$ cat src/rtl/pdp8_operand_access_pkg.sv
// CPU_Definitions: shared types and constants for the PDP-8 memory-side logic.
//   word                  12-bit machine word
//   access_op_t           job requested of pdp8_operand_access
//   oa_state_t            sequencer states of pdp8_operand_access
//   DATA_READ /
//   INSTRUCTION_READ      encodings of memory_controller.read_type
//   is_auto_index()       true when an address lies in the auto-index window
package CPU_Definitions;

    typedef logic [11:0] word;

    typedef enum logic [1:0] {
        OP_FETCH   = 2'd0,
        OP_EA_ONLY = 2'd1,
        OP_READ    = 2'd2,
        OP_WRITE   = 2'd3
    } access_op_t;

    typedef enum logic [2:0] {
        ST_IDLE      = 3'd0,
        ST_IND_REQ   = 3'd1,
        ST_IND_WAIT  = 3'd2,
        ST_AUTO_REQ  = 3'd3,
        ST_AUTO_WAIT = 3'd4,
        ST_OP_REQ    = 3'd5,
        ST_OP_WAIT   = 3'd6,
        ST_DONE      = 3'd7
    } oa_state_t;

    localparam logic DATA_READ        = 1'b0;
    localparam logic INSTRUCTION_READ = 1'b1;

    // Page-zero locations 0010-0017 increment their contents when used indirectly.
    localparam word AUTO_LO_DEF = 12'o0010;
    localparam word AUTO_HI_DEF = 12'o0017;

    function automatic logic is_auto_index(input word w,
                                           input word lo = AUTO_LO_DEF,
                                           input word hi = AUTO_HI_DEF);
        return (w >= lo) && (w <= hi);
    endfunction

endpackage

$ cat src/rtl/memory_pins.sv
// memory_pins: single-access request/acknowledge bus between an initiator
// (master) and memory_controller (slave).
//   address, write_data        master -> slave, held for the whole access
//   read_enable, write_enable  master -> slave, one-cycle request strobe
//   read_data, mem_finished    slave -> master, data valid with mem_finished
interface memory_pins;
    logic [11:0] address;
    logic [11:0] write_data;
    logic        read_enable;
    logic        write_enable;
    logic [11:0] read_data;
    logic        mem_finished;

    modport master (
        output address, write_data, read_enable, write_enable,
        input  read_data, mem_finished
    );

    modport slave (
        input  address, write_data, read_enable, write_enable,
        output read_data, mem_finished
    );
endinterface

$ cat src/rtl/pdp8_operand_access_bus.sv
// pdp8_bus_handshake: REQ/WAIT sequencing for one memory access.
//   clk, rst_n   clock, synchronous active-low reset
//   go           one-cycle request (REQ cycle); enable is driven in this cycle
//   is_write     selects write_enable instead of read_enable
//   addr, data   address and write data presented with go
//   ack          mem_finished seen while an access is outstanding
//   rdata        read_data from the slave, valid with ack
//   pins         master end of memory_pins
module pdp8_bus_handshake
    import CPU_Definitions::*;
(
    input  logic       clk,
    input  logic       rst_n,
    input  logic       go,
    input  logic       is_write,
    input  word        addr,
    input  word        data,
    output logic       ack,
    output word        rdata,
    memory_pins.master pins
);

    word  addr_q;
    word  data_q;
    logic pending_q;

    // NOTE: sequential state uses non-blocking assignments so every register
    // samples the pre-edge values, independent of block ordering.
    always_ff @(posedge clk) begin
        if (!rst_n) begin
            addr_q    <= '0;
            data_q    <= '0;
            pending_q <= 1'b0;
        end else if (go) begin
            addr_q    <= addr;
            if (is_write)
                data_q <= data;
            pending_q <= 1'b1;
        end else if (pending_q && pins.mem_finished) begin
            pending_q <= 1'b0;
        end
    end

    // The REQ cycle presents the new address directly; the captured copy
    // then holds it through WAIT without an extra cycle of latency.
    assign pins.address      = go ? addr : addr_q;
    assign pins.write_data   = (go && is_write) ? data : data_q;
    assign pins.read_enable  = go && !is_write;
    assign pins.write_enable = go && is_write;

    // A stray mem_finished with nothing outstanding never acknowledges.
    assign ack   = pending_q && pins.mem_finished;
    assign rdata = pins.read_data;

endmodule

$ cat src/rtl/pdp8_operand_access.sv
// pdp8_operand_access: instruction fetch, effective-address formation
// (direct, indirect, auto-index) and optional operand access for the CPU.
//   clk, rst_n        clock, synchronous active-low reset
//   start             job request, accepted only while busy=0
//   op, instr, pc,
//   wdata             job description, captured with start
//   busy              high from the cycle after start through the done cycle
//   done              one-cycle completion pulse
//   ea                effective address (pc for a fetch)
//   rdata             fetched word or operand; 0 for EA_ONLY/WRITE
//   read_type         DATA_READ / INSTRUCTION_READ to memory_controller
//   pins              master end of memory_pins
module pdp8_operand_access
    import CPU_Definitions::*;
#(
    parameter word AUTO_LO = AUTO_LO_DEF,
    parameter word AUTO_HI = AUTO_HI_DEF
) (
    input  logic       clk,
    input  logic       rst_n,
    input  logic       start,
    input  access_op_t op,
    input  logic [11:0] instr,
    input  logic [11:0] pc,
    input  logic [11:0] wdata,
    output logic       busy,
    output logic       done,
    output logic [11:0] ea,
    output logic [11:0] rdata,
    output logic       read_type,
    memory_pins.master pins
);

    oa_state_t  state, state_next;
    access_op_t op_q;
    word        base_q, ea_q, rdata_q, wdata_q;
    logic       busy_q, done_q, read_type_q;

    logic go, hs_write, ack;
    word  hs_addr, hs_data, hs_rdata;

    // Opcode bits do not affect addressing.
    logic unused_instr_bits;
    assign unused_instr_bits = ^instr[11:9];

    // Z selects the current page, otherwise page zero.
    word base_in;
    assign base_in = instr[7] ? {pc[11:7], instr[6:0]} : {5'b0, instr[6:0]};

    logic accept, needs_op, auto_hit;
    word  ptr;
    assign accept   = (state == ST_IDLE) && start && !busy_q;
    assign needs_op = (op_q == OP_READ) || (op_q == OP_WRITE);
    assign auto_hit = is_auto_index(base_q, AUTO_LO, AUTO_HI);
    assign ptr      = auto_hit ? hs_rdata + 12'd1 : hs_rdata;

    pdp8_bus_handshake u_bus (
        .clk      (clk),
        .rst_n    (rst_n),
        .go       (go),
        .is_write (hs_write),
        .addr     (hs_addr),
        .data     (hs_data),
        .ack      (ack),
        .rdata    (hs_rdata),
        .pins     (pins)
    );

    always_ff @(posedge clk) begin
        if (!rst_n) state <= ST_IDLE;
        else        state <= state_next;
    end

    // NOTE: every signal written here gets a default first, so no path can
    // leave one unassigned and infer a latch.
    always_comb begin
        state_next = state;
        go         = 1'b0;
        hs_write   = 1'b0;
        hs_addr    = ea_q;
        hs_data    = wdata_q;
        case (state)
            ST_IDLE: begin
                if (accept) begin
                    if (op == OP_FETCH)                        state_next = ST_OP_REQ;
                    else if (instr[8])                         state_next = ST_IND_REQ;
                    else if (op == OP_READ || op == OP_WRITE)  state_next = ST_OP_REQ;
                    else                                       state_next = ST_DONE;
                end
            end
            ST_IND_REQ: begin
                go         = 1'b1;
                hs_addr    = base_q;
                state_next = ST_IND_WAIT;
            end
            ST_IND_WAIT: begin
                if (ack) begin
                    if (auto_hit)      state_next = ST_AUTO_REQ;
                    else if (needs_op) state_next = ST_OP_REQ;
                    else               state_next = ST_DONE;
                end
            end
            ST_AUTO_REQ: begin
                // ea_q already holds the incremented pointer.
                go         = 1'b1;
                hs_write   = 1'b1;
                hs_addr    = base_q;
                hs_data    = ea_q;
                state_next = ST_AUTO_WAIT;
            end
            ST_AUTO_WAIT: begin
                if (ack) state_next = needs_op ? ST_OP_REQ : ST_DONE;
            end
            ST_OP_REQ: begin
                go         = 1'b1;
                hs_write   = (op_q == OP_WRITE);
                state_next = ST_OP_WAIT;
            end
            ST_OP_WAIT: begin
                if (ack) state_next = ST_DONE;
            end
            ST_DONE: state_next = ST_IDLE;
            default: state_next = ST_IDLE;
        endcase
    end

    always_ff @(posedge clk) begin
        if (!rst_n) begin
            op_q        <= OP_FETCH;
            base_q      <= '0;
            ea_q        <= '0;
            rdata_q     <= '0;
            wdata_q     <= '0;
            busy_q      <= 1'b0;
            done_q      <= 1'b0;
            read_type_q <= DATA_READ;
        end else begin
            done_q <= (state == ST_DONE);
            // busy covers the done cycle, so a start coincident with done is ignored.
            if (done_q)
                busy_q <= 1'b0;
            case (state)
                ST_IDLE: begin
                    if (accept) begin
                        busy_q      <= 1'b1;
                        op_q        <= op;
                        wdata_q     <= wdata;
                        rdata_q     <= '0;
                        base_q      <= base_in;
                        ea_q        <= (op == OP_FETCH) ? pc : base_in;
                        read_type_q <= (op == OP_FETCH) ? INSTRUCTION_READ : DATA_READ;
                    end
                end
                ST_IND_WAIT: if (ack) ea_q <= ptr;
                ST_OP_WAIT:  if (ack && op_q != OP_WRITE) rdata_q <= hs_rdata;
                default: ;
            endcase
        end
    end

    assign busy      = busy_q;
    assign done      = done_q;
    assign ea        = ea_q;
    assign rdata     = rdata_q;
    assign read_type = read_type_q;

endmodule
$ cat src/flat_wrapper.sv
// flat-port wrapper written by rule: the top's interface ports become plain ports
module pdp8_operand_access_flat import CPU_Definitions::*;
#(
    parameter word AUTO_LO = AUTO_LO_DEF,
    parameter word AUTO_HI = AUTO_HI_DEF
)
  (clk, rst_n, start, op, instr, pc, wdata, busy, done, ea, rdata, read_type, pins_address, pins_write_data, pins_read_enable, pins_write_enable, pins_read_data, pins_mem_finished);
  memory_pins pins_i ();
  input  logic clk;
  input  logic rst_n;
  input  logic start;
  input  access_op_t op;
  input  logic [11:0] instr;
  input  logic [11:0] pc;
  input  logic [11:0] wdata;
  output logic busy;
  output logic done;
  output logic [11:0] ea;
  output logic [11:0] rdata;
  output logic read_type;
  output wire logic [$bits(pins_i.address)-1:0] pins_address;
  output wire logic [$bits(pins_i.write_data)-1:0] pins_write_data;
  output wire logic [$bits(pins_i.read_enable)-1:0] pins_read_enable;
  output wire logic [$bits(pins_i.write_enable)-1:0] pins_write_enable;
  input wire logic [$bits(pins_i.read_data)-1:0] pins_read_data;
  input wire logic [$bits(pins_i.mem_finished)-1:0] pins_mem_finished;
  assign pins_address = pins_i.address;
  assign pins_write_data = pins_i.write_data;
  assign pins_read_enable = pins_i.read_enable;
  assign pins_write_enable = pins_i.write_enable;
  assign pins_i.read_data = pins_read_data;
  assign pins_i.mem_finished = pins_mem_finished;
  pdp8_operand_access #(.AUTO_LO(AUTO_LO), .AUTO_HI(AUTO_HI)) u_core (.clk(clk), .rst_n(rst_n), .start(start), .op(op), .instr(instr), .pc(pc), .wdata(wdata), .busy(busy), .done(done), .ea(ea), .rdata(rdata), .read_type(read_type), .pins(pins_i));
endmodule
$ cat config.mk
export PLATFORM = sky130hd
export DESIGN_NAME = pdp8_operand_access_flat
export DESIGN_NICKNAME = d
export VERILOG_FILES = /design/src/rtl/pdp8_operand_access_pkg.sv /design/src/rtl/memory_pins.sv /design/src/rtl/pdp8_operand_access_bus.sv /design/src/rtl/pdp8_operand_access.sv /design/src/flat_wrapper.sv
export SDC_FILE = /design/constraint.sdc
export NUM_CORES = 1
export LEC_CHECK = 0
export CAP_MARGIN = 0
export CORE_ASPECT_RATIO = 1.75
export CORE_MARGIN = 2
export CORE_UTILIZATION = 35
export CTS_BUF_LIST = sky130_fd_sc_hd__clkbuf_2
export DETAILED_ROUTE_END_ITERATION = 7
export REMOVE_ABC_BUFFERS = 1
export SLEW_MARGIN = 10
export SYNTH_ARGS = -nofsm -noshare
export SYNTH_HDL_FRONTEND = slang
export SYNTH_SLANG_ARGS = --single-unit
$ cat constraint.sdc
create_clock -name clk -period 2 [get_ports clk]
set_clock_uncertainty 0.2 [all_clocks]
set_input_delay 0.3 -clock clk [delete_from_list [all_inputs] [get_ports clk]]
set_output_delay 0.3 -clock clk [all_outputs]
set_load 0.005 [all_outputs]
; Yosys cells after proc, flatten, opt, wreduce, memory -nomap -nowiden
; Index checks and enable logic that the tools add are counted.
[word_totals]
ff_bits = 81
word_cells = 86
input_bits = 54
[op_classes]
n_eq_ne = 17
addsub = 1
reduce_logical = 23
magnitude_cmp = 2
n_mux = 31
[ops]
columns = op, count
row1 = 12-bit two-way mux, 11
row2 = 12-bit one-hot mux with 2 select lines, 2
row3 = 3-bit one-hot mux with 8 select lines, 1
row4 = 3-bit two-way mux, 7
row5 = 12-bit by 1-bit adder with 12-bit output (second input constant), 1
row6 = 3-bit == test (second input constant), 4
row7 = 12-bit by 4-bit greater-or-equal comparator with 1-bit output (second input constant), 1
row8 = 12-bit by 4-bit less-or-equal comparator with 1-bit output (second input constant), 1
row9 = 2-bit by 1-bit != test with 1-bit output (second input constant), 5
row10 = 2-bit == test (second input constant), 4
row11 = 1-bit logical AND, 7
row12 = 1-bit two-way mux, 7
row13 = 3-bit by 2-bit == test with 1-bit output (second input constant), 2
row14 = 3-bit AND reduction, 2
row15 = 2-bit nonzero test, 3
row16 = 2-bit two-way mux, 2
row17 = 2-bit AND reduction, 2
row18 = 4-bit AND reduction, 1
row19 = 3-bit by 1-bit == test with 1-bit output (second input constant), 1
row20 = 3-bit zero test, 1
row21 = 3-bit OR reduction, 1
row22 = 1-bit zero test, 2
row23 = 2-bit zero test, 1
row24 = 1-bit logical OR, 2
row25 = other kinds (3), 3

; Depth between registers and ports, before layout
; Gate-level depths: netlist (run 1).
[depth]
depth_word = 7
ltp_mapped = 7
depth_no_buf = 6

; Hierarchy
; Synthesis (run 1) repeated with hierarchy kept, for this count alone.
[unflattened]
hier_cells = 477
hier_area_um2 = 4255.3
[by_module_without_submodules]
columns = module, area_each_um2, cells_each, instances
row1 = pdp8_operand_access, 3000.4, 352, 1
row2 = pdp8_bus_handshake, 1255.0, 125, 1

; Worst setup path after synthesis (run 1)
; No wires, ideal clock.
[synth_timing]
path_type = reg2reg
from = reg u_core.state[0]
to = reg u_core.ea_q[11] (netlist: u_core.ea[11])
n_path_buf = 2
required_ns = 1.678
stages_incl_launch_ff = 6
path_slack_ns = 0.143
arrival_ns = 1.536
setup_ns = 0.122
cell_sequence = dfxtp_1 -> buf_6 -> or4_4 -> buf_6 -> and3_1 -> o311a_1
[synth_between]
elab_chain_len = 5
elab_cells_between_ends = 9
cone_classes = 3 x eq/ne / 1 x mux / 5 x reduce/logical
[synth_lines]
columns = element, line
row1 = start: declaration, pdp8_operand_access.sv:34  ; oa_state_t state, state_next;
row2 = start signal: assignment, pdp8_operand_access.sv:71  ; else state <= state_next;
row3 = 3-bit zero test, "pdp8_operand_access.sv:52, pdp8_operand_access.sv:142"
row4 = 1-bit logical AND (2 in a row), pdp8_operand_access.sv:52  ; assign accept = (state == ST_IDLE) && start && !busy_q;
row5 = 2-bit by 1-bit != test with 1-bit output (no source line), -
row6 = 3-bit AND reduction (no source line), -
row7 = end signal: assignment, pdp8_operand_access.sv:150  ; ea_q <= (op == OP_FETCH) ? pc : base_in;
row8 = end signal: assignment, pdp8_operand_access.sv:154  ; ST_IND_WAIT: if (ack) ea_q <= ptr;
row9 = end: declaration, pdp8_operand_access.sv:36  ; word base_q, ea_q, rdata_q, wdata_q;
; Parallel ways exist; a longest one is shown, timed or not.
; A chain may end at the register's enable or synchronous reset.

; Final worst setup path (run 1)
[layout_timing]
from = reg u_core.state[0]
to = out pins_write_data[1]
[layout_between]
elab_chain_len = 5
elab_cells_between_ends = 9
cone_classes = 3 x eq/ne / 4 x mux / 2 x reduce/logical
[layout_lines]
columns = element, line
row1 = "3-bit by 1-bit == test with 1-bit output, or another cell as far along", pdp8_operand_access.sv:82  ; case (state)
row2 = 3-bit OR reduction (no source line), -
row3 = 1-bit two-way mux, pdp8_operand_access.sv:82
row4 = 1-bit logical AND, pdp8_operand_access_bus.sv:47  ; assign pins.write_data = (go && is_write) ? data : data_q;
row5 = 12-bit two-way mux *, pdp8_operand_access_bus.sv:47
row6 = end: declaration, flat_wrapper.sv:22  ; output wire logic [$bits(pins_i.write_data)-1:0] pins_write_data;
; Mark *: on every way between the ends. The rest lies on a longest branch, timed or not.

==> results of run 1 <==
what timing repair did:
item	CTS	global route
endpoints found under the setup margin	52	67
setup buffers	23	12
pin swaps	26	19
hold buffers	1	0
resized for setup	189	72
hold endpoints to repair	7	0
gates cloned	2	5
cell usage after synthesis, types with 2 or more instances:
| cell | n |
|---|---|
| a21o_1 | 2 |
| a211oi_1 | 2 |
| nor3b_1 | 3 |
| o311a_1 | 2 |
| mux2i_1 | 24 |
| buf_2 | 8 |
| o211ai_1 | 6 |
| buf_6 | 4 |
| a22oi_1 | 12 |
| o21ai_0 | 17 |
| and3_1 | 8 |
| a21oi_1 | 21 |
| nand3_1 | 19 |
| or2_2 | 2 |
| xnor2_1 | 2 |
| a31oi_1 | 2 |
| nor2b_1 | 15 |
| buf_4 | 2 |
| nand2b_1 | 3 |
| nor2_1 | 22 |
| a21boi_0 | 25 |
| clkbuf_1 | 19 |
| and2_1 | 26 |
| o2111ai_1 | 2 |
| nand4_1 | 7 |
| nand2_1 | 90 |
| dfxtp_1 | 81 |
| xor2_1 | 8 |
| a21boi_1 | 4 |
flip-flops by register name, summed over array words and instances, names as in the netlist:
register,count
u_core.base_q,12
u_core.ea,12
u_core.rdata,12
u_core.u_bus.addr_q,12
u_core.u_bus.data_q,12
u_core.wdata_q,12
u_core.state,3
u_core.op_q,2
u_core.busy,1
u_core.done,1
u_core.read_type,1
u_core.u_bus.pending_q,1
cell families (layout without fill, tap and decap cells):
group | count (synthesis) | after routing | synth area share, %
buf+inv | 35 | 206 | 4.60
mux | 25 | 25 | 6.47
simple gates | 207 | 208 | 27.0
flops | 81 | 81 | 41.7
xor+xnor | 10 | 10 | 2.25
compound gates | 102 | 102 | 17.7
fa+ha+maj | 1 | 1 | 0.322
through the flow:
step	std cells	TNS, ns	power [mW]	worst slack, ns	cell area, um2
floorplan	427	-37.17	2.56	-0.811	3710
global placement	711	-10.28	3.35	-0.313	5350
detailed placement	711	-12.35	3.38	-0.321	5350
CTS	753	-11.19	4.44	-0.474	5760
global route	765	-15.19	4.96	-0.546	6100
finish	765	-11.34	4.73	-0.451	6100
critical path: stages, from the launching register on:
cell and delay (ns):
dfxtp_2 0.39, nor2b_4 0.18, nand4_4 0.15, buf_12 0.19
mux2i_2 0.15, a21oi_2 0.18, buf_2 0.14
layer usage:
layer  global-route usage [%]  vias to the layer above
li1                         -                     1935
met1                     22.4                     1927
met2                     40.1                      105
met3                     2.81                       28
met4                     11.0                        0
met5                        0                        -
report_power, final:
group          switching (mW)  total [mW]  internal (mW)  leakage, nW
registers               0.159        1.97           1.81        0.674
clock network           0.596       0.881          0.285       0.0670
logic                   0.901        1.88          0.980         1.91
total                    1.66        4.73           3.07         2.65
area by class of cell:
type / instances / area share (%)
sequential: 81 / 27.6
inverter: 1 / 0.0616
clock buffer: 10 / 0.821
tap: 132 / 2.71
timing repair buffer: 189 / 29.3
multi-input combinational: 346 / 38.6
clock inverter: 6 / 0.964
worst paths after layout:
path | endpoint | slack (ns) | cells past startpoint
worst max-delay path | pins_write_data[1] | -0.45 | 6
worst min-delay path | u_core.wdata_q[5] | 0.04 | 3
worst max register to register | u_core.base_q[8] | -0.12 | 7
worst min register to register | u_core.wdata_q[4] | 0.27 | 2
==> results.cfg, run 1 <==
[cells_and_area]
final_cell_mix = nand2_1 (88), buf_4 (62), clkdlybuf4s50_1 (60)
regArea_mm2 = 0.00168
layout_commonest_cell = nand2_1
multi_input_area_mm2 = 0.00235
num_antenna_cells = 0
drive_gt1_share_pct = 34.1
area_growth_pct = 56.8
post-route-util_pct = 55.6
fillers = 1026
nets = 683

[yosys]
ys_async_sr_fraction_pct = 0
synth.avg_cell_area_um2 = 8.44
synth_edf_count = 0
synth_cell_type_count = 52
synth.top_cells.by_area = dfxtp_1 (42%), nand2_1 (8.7%), mux2i_1 (6.2%), a21boi_0 (4.8%), and2_1 (4.2%)
netlist_instances = 461
synth_warnings = 0
syn_area_mm2 = 0.00389
ys_seq_area_share_pct = 41.7
synth_seq_cells = 81
synth_ff_type = dfxtp_1
synth_top_area_share_pct = 41.7
post-synth-top-area-cell = dfxtp_1

[global_routing]
grt_usage_pct = 21.1
grt_pass1_wl_um = 19900
antenna_found_initial = 0
grt_overflow = 0
grt_max_degree = 84
first_global_vias = 3974

[critical_path]
critPathCaptureType = output pin
start_kind = flip-flop
crit_arrival_ns = 1.95
worstSetupPathType = reg2out
critPathMaxFanout = 8
reg2reg_from = u_core.state[0]
cp.required_ns = 1.50
startpoint = u_core.state[0]

[die]
die_area_mm2 = 0.0120
fp.dieW_um = 83.7
rows = 51
boundaryPins = 107
die_y_um = 143
fp.coreArea_mm2 = 0.0110
start_util_pct = 35.4

[clock_tree]
cts_tree = done
cts.sinks = 81
clkSlewWorstSetupHoldPaths_ns = 0.23
cts_buffers = 9
clk_latency_ns = 0.56
clock_path_buffers = 2
cts_root_buffer = clkbuf_2
h-tree-depth = 3

[route]
wire_per_inst_um = 17.6
first_iter_violations = 183
wl_met2_um = 7530
wl_met3_um = 500
routed.top_layer = met4
num_vias = 3995
drtPass1Iterations = 4
vias_per_cell = 5.22
postRouteAntennaNets = 0
wirelength_um = 13500
remaining_drc_errors = 0
drt-met1-wl_um = 5070

[sta]
finalCritPeriodShare_pct = 123
tightest_slew_ns = 0.490
slew_violations = 0
rsz0062_at_grt = yes
min_period_ns = 2.45
max_slew_margin_pct = 67.3
clock.fmax_mhz = 408
finalWorstSetupSlack_ns = -0.451
hold_violations = 0
hold_ws_ns = 0.0363
finalSetupViolations = 50

[outcome]
violations = setup timing
status = finished, violations left

[job]
maxCapViolations = 0

[power_and_ir_drop]
ir_drop_v = 0.000369
cellLeakagePower_nw = 2.65
pwr_density_cell_mw_per_mm2 = 776

[hold_path]
hp-class = in2reg
worstHoldStart = wdata[5]

[placement]
dp_hpwl_um = 8620
globalplace.congestion = 0.801
portBuffers = 103
(Power assumes the default switching activity.)
==> run 2: changes to the inputs <==
--- a/config.mk
+++ b/config.mk
@@ -11,6 +11,7 @@
 export CORE_UTILIZATION = 35
 export CTS_BUF_LIST = sky130_fd_sc_hd__clkbuf_2
 export DETAILED_ROUTE_END_ITERATION = 7
+export PLACE_DENSITY = 0.62
 export REMOVE_ABC_BUFFERS = 1
 export SLEW_MARGIN = 10
 export SYNTH_ARGS = -nofsm -noshare
==> run 2 against run 1 <==
The flow still finishes with violations (setup timing). Sequential power is essentially flat. Die area is the same. Global-route usage grew 0.060 points. Worst hold slack gained 0.016 ns. Sequential share of layout area grew 0.13 points. Via count shrank 3.4%. Critical path type unchanged.
==> results.cfg, run 2 (same netlist as run 1, synthesis figures left out) <==
[route]
drtPass1Iterations = 5
vias_per_cell = 5.11
wire_per_inst_um = 16.7
postRouteAntennaNets = 0
wirelength_um = 12600
remaining_drc_errors = 0
first_iter_violations = 208
num_vias = 3860

[die]
start_util_pct = 35.4
rows = 51
fp.dieW_um = 83.7
fp.coreArea_mm2 = 0.0110
die_y_um = 143
boundaryPins = 107
die_area_mm2 = 0.0120

[critical_path]
r2r_end = u_core.ea[7]
worstSetupPathType = reg2out
crit_arrival_ns = 2.01
critPathCaptureType = output pin
cp.required_ns = 1.50
reg2reg_from = u_core.state[1]
r2r_cells = 4
startpoint = u_core.state[0]
r2r_setup_slack_ns = 0.04
critPathMaxFanout = 6
start_kind = flip-flop

[power_and_ir_drop]
cellLeakagePower_nw = 2.75
ir_drop_v = 0.000421
pwr_density_cell_mw_per_mm2 = 811

[sta]
tns_ns = -11.01
clock.fmax_mhz = 398
finalCritPeriodShare_pct = 126
hold_ws_ns = 0.0522
hold_violations = 0
max_slew_margin_pct = 68.6
min_period_ns = 2.51
slew_violations = 0
tightest_slew_ns = 0.470
finalSetupViolations = 26
rsz0062_at_grt = yes
finalWorstSetupSlack_ns = -0.510

[hold_path]
hp-class = in2reg
hold_depth = 3
hold_end = u_core.wdata_q[11]
worstHoldStart = wdata[11]

[cells_and_area]
drive_gt1_share_pct = 32.8
post-route-util_pct = 55.5
final_cells = 755
nets = 672
final_cell_mix = nand2_1 (88), buf_4 (54), clkdlybuf4s50_1 (53)
layout_commonest_cell = nand2_1
area_growth_pct = 56.5

[global_routing]
grt_max_degree = 84
first_global_vias = 3847
grt_usage_pct = 21.2
antenna_found_initial = 1
grt_pass1_wl_um = 19900
grt_overflow = 0

[placement]
globalplace.congestion = 0.810
dp_hpwl_um = 8530
portBuffers = 103
placed_cells = 711

[clock_tree]
cts_buffers = 9
clk_latency_ns = 0.57
cts_root_buffer = clkbuf_2
cts.sinks = 81
clock_path_buffers = 2
cts_tree = done
clkSlewWorstSetupHoldPaths_ns = 0.24
h-tree-depth = 3

[outcome]
status = finished, violations left
violations = setup timing

[job]
maxCapViolations = 0
-- run 2: worst max-delay path: stages (launching register included) --
cell,delay [ns]
dfxtp_2,0.37
nor2b_4,0.12
buf_4,0.13
buf_12,0.12
buf_12,0.14
buf_6,0.12
mux2i_4,0.18
o21ai_4,0.13
buf_2,0.13
-- run 2: how the worst max path moves through the flow --
| stage | end | slack, ns |
|---|---|---|
| 5_1_grt | pins_write_data[11] | -0.63 |
| 3_5_place_dp | pins_write_data[10] | -0.26 |
| 4_1_cts | pins_write_data[10] | -0.54 |
| 3_3_place_gp | pins_address[7] | -0.25 |
| 6_report | pins_address[9] | -0.51 |
| 2_1_floorplan | pins_write_data[0] | -0.81 |
-- run 2: routing by layer --
layer  track usage [%]  wire (um)
met5                 0          0
met3              2.87        503
met4              9.59        402
met1              23.9       4800
met2              39.2       6870
-- run 2: what timing repair did --
action                                 in CTS  in global routing
hold buffers                                1                  0
resized for setup                         205                 47
cloned                                      2                  0
setup endpoints to repair                  51                 74
pin swaps                                  21                  8
endpoints found under the hold margin       7                  0
buffers inserted                           21                  3
-- run 2: report_power, final --
| part | leakage [nW] | switching, mW | internal, mW |
|---|---|---|---|
| Combinational | 1.97 | 0.804 | 0.877 |
| Sequential | 0.675 | 0.157 | 1.81 |
| Clock | 0.103 | 0.624 | 0.665 |
-- run 2: through the flow --
stage / setup WS [ns] / total power, mW / instance area, um2
6_report: -0.510 / 4.94 / 6090
5_1_grt: -0.625 / 5.19 / 6090
4_1_cts: -0.539 / 4.89 / 5930
3_5_place_dp: -0.262 / 3.42 / 5380
3_3_place_gp: -0.252 / 3.40 / 5380
2_1_floorplan: -0.811 / 2.56 / 3710
-- run 2: layout make-up --
cell class | instances | area, um2
fillers | 1033 | 4890
inverters | 1 | 3.75
clock buffers | 9 | 45.0
multi-input cells | 345 | 2320
well taps | 132 | 165
clock inverters | 7 | 141
flip-flops and latches | 81 | 1690
repair buffers | 179 | 1720
diodes | 1 | 2.50
